<file path="config.mk">
export PLATFORM = sky130hd
export DESIGN_NAME = fpu_config_sequencer
export DESIGN_NICKNAME = d
export VERILOG_FILES = /design/src/rtl/fpu_config_sequencer.sv
export SDC_FILE = /design/constraint.sdc
export NUM_CORES = 1
export LEC_CHECK = 0
export CAP_MARGIN = 20
export CORE_ASPECT_RATIO = 0.7
export CORE_UTILIZATION = 45
export DETAILED_ROUTE_END_ITERATION = 12
export PLACE_DENSITY = 0.78
export SYNTH_ARGS = -nofsm -noshare
export SYNTH_HDL_FRONTEND = slang
export SYNTH_SLANG_ARGS = --single-unit
</file>
<file path="constraint.sdc">
create_clock -name clk -period 10.9 [get_ports clk]
set_clock_uncertainty 0.15 [all_clocks]
set_input_delay 1.09 -clock clk [delete_from_list [all_inputs] [get_ports clk]]
set_output_delay 1.09 -clock clk [all_outputs]
set_load 0.05 [all_outputs]
</file>
<file path="src/rtl/fpu_config_sequencer.sv">
// Loads filter taps, image dims and base addresses over a req/valid read port.
// Shadow values commit atomically; CFG_CHECK_EN adds a sanity check before commit.
module fpu_config_sequencer #(
    parameter int                FILTER_TAPS = 9,
    parameter int                ADDR_W      = 32,
    parameter logic [ADDR_W-1:0] DIMS_ADDR   = 32'h1000_0000,
    parameter logic [ADDR_W-1:0] START_ADDR  = 32'h1000_0020,
    parameter logic [ADDR_W-1:0] FILTER_ADDR = 32'h1000_0040,
    parameter logic [ADDR_W-1:0] RESULT_ADDR = 32'h1000_0100
) (
    input  logic                     clk,
    input  logic                     rst,
    input  logic                     load_start,
    output logic                     mem_req,
    output logic [ADDR_W-1:0]        mem_addr,
    input  logic [31:0]              mem_data,
    input  logic                     mem_valid,
    output logic [8*FILTER_TAPS-1:0] filter,
    output logic [15:0]              image_width,
    output logic [15:0]              image_height,
    output logic [31:0]              start_address,
    output logic [31:0]              result_address,
    output logic                     busy,
    output logic                     load_done,
    output logic                     cfg_err
);

    localparam int FILTER_WORDS = (FILTER_TAPS + 3) / 4;
    localparam int WC_W = (FILTER_WORDS > 1) ? $clog2(FILTER_WORDS) : 1;
    localparam logic [WC_W-1:0] LAST_W = WC_W'(FILTER_WORDS - 1);

    typedef enum logic [2:0] {
        S_IDLE,
        S_FILTER,
        S_DIMS,
        S_START,
        S_RESULT,
        S_DONE
    } state_t;

    state_t state, state_nxt;

    logic [WC_W-1:0]          w;
    logic [8*FILTER_TAPS-1:0] sh_filter;
    logic [31:0]              sh_dims;
    logic [31:0]              sh_start;
    logic [31:0]              sh_result;
    logic                     accept;
    logic                     hs;

    assign accept = (state == S_IDLE) && load_start;
    assign hs     = mem_req && mem_valid;

    always_ff @(posedge clk or posedge rst) begin
        if (rst) state <= S_IDLE;
        else     state <= state_nxt;
    end

    always_comb begin
        state_nxt = state;
        mem_req   = 1'b0;
        mem_addr  = '0;
        busy      = 1'b1;
        load_done = 1'b0;
        unique case (state)
            S_IDLE: begin
                busy = 1'b0;
                if (load_start) state_nxt = S_FILTER;
            end
            S_FILTER: begin
                mem_req  = 1'b1;
                mem_addr = FILTER_ADDR + ADDR_W'({w, 2'b00});
                if (mem_valid && (w == LAST_W)) state_nxt = S_DIMS;
            end
            S_DIMS: begin
                mem_req  = 1'b1;
                mem_addr = DIMS_ADDR;
                if (mem_valid) state_nxt = S_START;
            end
            S_START: begin
                mem_req  = 1'b1;
                mem_addr = START_ADDR;
                if (mem_valid) state_nxt = S_RESULT;
            end
            S_RESULT: begin
                mem_req  = 1'b1;
                mem_addr = RESULT_ADDR;
                if (mem_valid) state_nxt = S_DONE;
            end
            S_DONE: begin
                load_done = 1'b1;
                state_nxt = S_IDLE;
            end
            default: state_nxt = S_IDLE;
        endcase
    end

`ifdef CFG_CHECK_EN
    // Result word is still on mem_data at the commit edge, so check it there.
    logic cfg_bad;
    assign cfg_bad = (sh_dims[31:16] == 16'd0) || (sh_dims[15:0] == 16'd0) ||
                     (sh_start[1:0] != 2'd0) || (mem_data[1:0] != 2'd0);
`else
    assign cfg_err = 1'b0;
`endif

    always_ff @(posedge clk or posedge rst) begin
        if (rst) begin
            w              <= '0;
            sh_filter      <= '0;
            sh_dims        <= '0;
            sh_start       <= '0;
            sh_result      <= '0;
            filter         <= '0;
            image_width    <= '0;
            image_height   <= '0;
            start_address  <= '0;
            result_address <= '0;
`ifdef CFG_CHECK_EN
            cfg_err        <= 1'b0;
`endif
        end else begin
            if (accept) begin
                w <= '0;
`ifdef CFG_CHECK_EN
                cfg_err <= 1'b0;
`endif
            end
            if (hs) begin
                unique case (state)
                    S_FILTER: begin
                        for (int i = 0; i < FILTER_TAPS; i++) begin
                            if (i / 4 == int'(w))
                                sh_filter[8*i +: 8] <= mem_data[31-8*(i%4) -: 8];
                        end
                        w <= (w == LAST_W) ? '0 : w + WC_W'(1);
                    end
                    S_DIMS:  sh_dims  <= mem_data;
                    S_START: sh_start <= mem_data;
                    S_RESULT: begin
                        sh_result <= mem_data;
`ifdef CFG_CHECK_EN
                        if (cfg_bad) begin
                            cfg_err <= 1'b1;
                        end else begin
                            cfg_err        <= 1'b0;
                            filter         <= sh_filter;
                            image_width    <= sh_dims[31:16];
                            image_height   <= sh_dims[15:0];
                            start_address  <= sh_start;
                            result_address <= mem_data;
                        end
`else
                        filter         <= sh_filter;
                        image_width    <= sh_dims[31:16];
                        image_height   <= sh_dims[15:0];
                        start_address  <= sh_start;
                        result_address <= mem_data;
`endif
                    end
                    default: ;
                endcase
            end
        end
    end

endmodule

</file>
# After elaboration in Yosys (flattened, before gate mapping)
# Cells that the tools add are included.
[totals]
inputBits = 36
latchBits = 0
ramBits = 0
ff_bits = 309
n_memories = 0
romBits = 0
[op_classes]
n_addsub = 2
mux = 14
n_reduce_logical = 13
n_eq_ne = 13
bitwise = 0
n_div = 0
magnitude_cmp = 0
n_mul = 0
n_shift = 0
[ops]
columns = ["operator", "count"]
rows = [
  ["$pmux 30 s4", 1],
  ["$add 29x4->30 const A", 1],
  ["$mux 3", 5],
  ["$pmux 3 s5", 1],
  ["$ne 2x2->1 const B", 5],
  ["$reduce_and 3->1", 3],
  ["$mux 2", 4],
  ["$eq 3x2->1 const B", 2],
  ["$eq 3x3->1 const B", 2],
  ["$reduce_and 2->1", 3],
  ["$reduce_and 5->1", 1],
  ["$eq 2x2->1 const A", 2],
  ["$reduce_or 4->1", 1],
  ["$eq 3x1->1 const B", 1],
  ["$logic_and 1x1->1", 3],
  ["$logic_not 3->1", 1],
  ["$mux 1", 3],
  ["$add 2x1->2 const B", 1],
  ["$eq 2x2->1 const B", 1],
  ["$logic_not 2->1", 1],
]

# Depth between registers and ports, before layout
[depth]
ltp_word = 5
ltp_mapped = 6

# Worst setup path after synthesis
# Ideal clock, no wire load.
[synth_timing]
kind = "reg2out"
from = "register state[0]"
to = "output port mem_addr[2]"
t_arrival_ns = 2.443
slack_ns = 7.217
stages_incl_launch_ff = 4
t_required_ns = 9.660
path_cell_list = "dfrtp_1 -> clkbuf_1 -> nor3b_1 -> and2_1"
[synth_via]
elab_chain_len = 2
elab_cells_between_ends = 5
cone_classes = "4 x eq/ne; 1 x mux"
[synth_lines]
columns = ["element", "line", "rtl"]
rows = [
  ["start: declaration", "41", "state_t state, state_nxt;"],
  ["start signal: assignment", "56", "else state <= state_nxt;"],
  ["$eq 3x3->1, or another cell as far along", "65", "unique case (state)"],
  ["$pmux 30 s4 *", "65", ""],
  ["end: declaration", "15", "output logic [ADDR_W-1:0] mem_addr,"],
]
# Mark *: on every way between the ends. The rest lies on a longest branch, timed or not.

# Worst setup path after layout
[layout_timing]
from = "register state[0]"
to = "output port mem_addr[3]"
# Same word-level chain as after synthesis.

==> flow_summary.ini <==
[synth]
ys_ff_latch = 309
netlist_instances = 713
yosys-top-cells-area = dfrtp_1 (65%), mux2_2 (24%), mux2_4 (3.7%)
avgSynthCellArea_um2 = 16.7
synth_top_area_share_pct = 64.9
ys_types = 32
synth.largest_area_cell = dfrtp_1
yosysWarnings = 0
synth_area_um2 = 11900
ys_seq_area_share_pct = 64.9

[sta]
grt_setup_unrepaired = no
final_hold_viol_count = 0
fin_crit_ps = 3680
fmax_mhz = 272
setup_viol = 0
setup_tns_ps = 0
hold_ws_ps = 339
drv_slew = 0
maxSlewHeadroom_pct = 28.0
worstMarginPinSlew_ps = 1080
fin_ws_ps = 7220
period_share_pct = 33.8

[routing]
drtAntennaViolNets = 0
vias_per_cell = 4.99
drc = 0
routedWlPerCell_um = 18.8
drt_iter0_markers = 285
first_pass_iters = 4
wirelength_um = 24400
num_vias = 6495

[cts]
htreeDepth = 1
cts_hold_buf = 0
cts_num_sinks = 309
worst_skew_pair.late_latency_ps = 530
cts_tree = done
root_buffer = clkbuf_16
numCtsBuffers = 29
path_clk_slew_ps = 60
cts_resized = 0
clockBufferDepth = 3
post_cts.repair.setup_buffers = 0

[pwr]
finalPower_mw = 4.79
p_per_area_nw_per_um2 = 315
irDropWorstVdd_uv = 263
power.share.clock_pct = 19.6
power.leakage_nw = 7.08
intPower_mw = 2.96
p_comb_share_pct = 41.6
p_seq_share_pct = 38.8
power_switching_mw = 1.82
power_switching_share_pct = 38.1

[critical_path]
worstPathMaxFanout = 15
slowest_stage = clkdlybuf4s50_1
cp.required_ps = 9660
cp-end-kind = output pin
crit_family = buffers and inverters
cp-start-kind = flop
critical_path_buf_inv_count = 1
path_class = reg2out
path_cells = nor3b_1 > and2_1 > clkdlybuf4s50_1
max_stage_delay_ps = 800
cp_data_arrival_time_ps = 2440

[floorplan]
die_x_um = 197
num_rows = 49
fp.coreArea_um2 = 25900
initial_core_util_pct = 46.1
num_io_pins = 240
die_y_um = 138
fp.dieArea_um2 = 27100

[grt]
grt_max_degree = 158
grt_pass1_vias = 6770
grt_antenna_before_repair = 0
grt.total_usage_pct = 18.1
grt_overflow = 0
grt_pass1_wl_um = 38900

[flow_run]
maxCapViolations = 0

[final_layout]
area_growth_pct = 27.4
seqCellArea_um2 = 7730
antennaDiodeCount = 0
fin_nets = 961
drive_gt1_share_pct = 36.4
stdcell_area_um2 = 15200
layout.cells.non_filler = 1301
final_util_pct = 58.7
multi_input_area_um2 = 3890
fillers = 2032

[placed_design]
preCtsSetupSlack_ps = 6850
placed_area_um2 = 14300
dpl.cell_count = 1249
gp_congestion = 0.744
portBuffers = 212
dp_hpwl_um = 15500

[run_status]
status = finished, final reports clean

[hold_path]
min_path_type = reg2reg
-- layout by cell type (no fill, tap or decap), types with 2 or more instances in the layout --
cell type and count:
and2_1 3, clkbuf_1 7, conb_1 27, mux2_2 257
nand2b_1 3, clkdlybuf4s50_1 212, nor3b_1 3, mux2_4 29
or3_1 2, dfrtp_1 309, clkbuf_16 29, mux2_1 18
clkinv_2 7, clkbuf_8 7, buf_4 5, nand2_1 3
-- synth_stat cells --
cell	instances
and4bb_2	1
a22o_1	1
nand2_1	4
mux2_4	29
nand4bb_1	1
clkbuf_1	4
and3b_1	1
dfrtp_1	309
nor2_1	1
conb_1	1
a21oi_1	1
or2_1	1
nand2b_1	3
a21boi_0	1
buf_4	30
buf_6	3
nor2b_1	1
mux2_1	18
nor3b_1	3
a211o_1	1
buf_2	28
nor4bb_1	1
o21ai_0	1
and2_1	3
nor3_1	1
a21bo_2	1
or3_1	3
inv_1	1
mux2_2	257
and4bb_1	1
o31ai_1	1
nand4b_1	1
-- state kept, by name, indices dropped and copies added, names as in the netlist --
name	cells
filter	72
image_height	16
image_width	16
result_address	32
sh_dims	32
sh_filter	72
sh_start	32
start_address	32
state	3
w	2
-- metal layers --
layer	vias to the layer above	GRT usage, %	share of wire (%)
li1	2871	-	-
met1	3442	27.2	48
met2	152	27.2	45
met3	30	3.90	5.2
met4	0	3.29	1.4
met5	-	0	0
-- power by group through the flow --
stage	Clock, mW	Sequential [mW]	Combinational, mW
finish	0.940	1.86	1.99
global placement	0	1.85	1.97
CTS	0.968	1.86	2.01
detailed placement	0	1.87	2.00
global route	1.01	1.91	2.08
floorplan	0	2.52	0.716
-- path summary, 6_finish.rpt --
kind / start / to / slack [ps] / cells after the start
hold reg to reg: start_address[10] / start_address[10] / 340 / 1
hold / removal: start_address[10] / start_address[10] / 340 / 1
setup reg to reg: state[0] / filter[19] / 7870 / 3
min in group asynchronous: rst / image_width[10] / 760 / 2
setup / recovery: state[0] / mem_addr[3] / 7220 / 3
max in group asynchronous: rst / sh_dims[16] / 8720 / 3
-- logic make-up (layout without fill, tap and decap cells) --
group	count (synthesis)	count (layout)	share of synthesized area, %
other	1	27	0.0315
DFF	309	309	64.9
and+or+nand+nor	26	26	1.50
muxes	304	304	29.6
AOI/OAI and AO/OA	7	7	0.441
buffers and inverters	66	271	3.51
-- final cells by class --
cell class	count	share of cell area (%)
Multi-Input combinational cell	364	25.6
Clock inverter	7	0.231
Tap cell	357	2.94
Clock buffer	43	5.59
Inverter	1	0.0742
Sequential cell	309	50.9
Timing Repair Buffer	220	14.6
No activity file was read; power rests on OpenSTA's default activity.
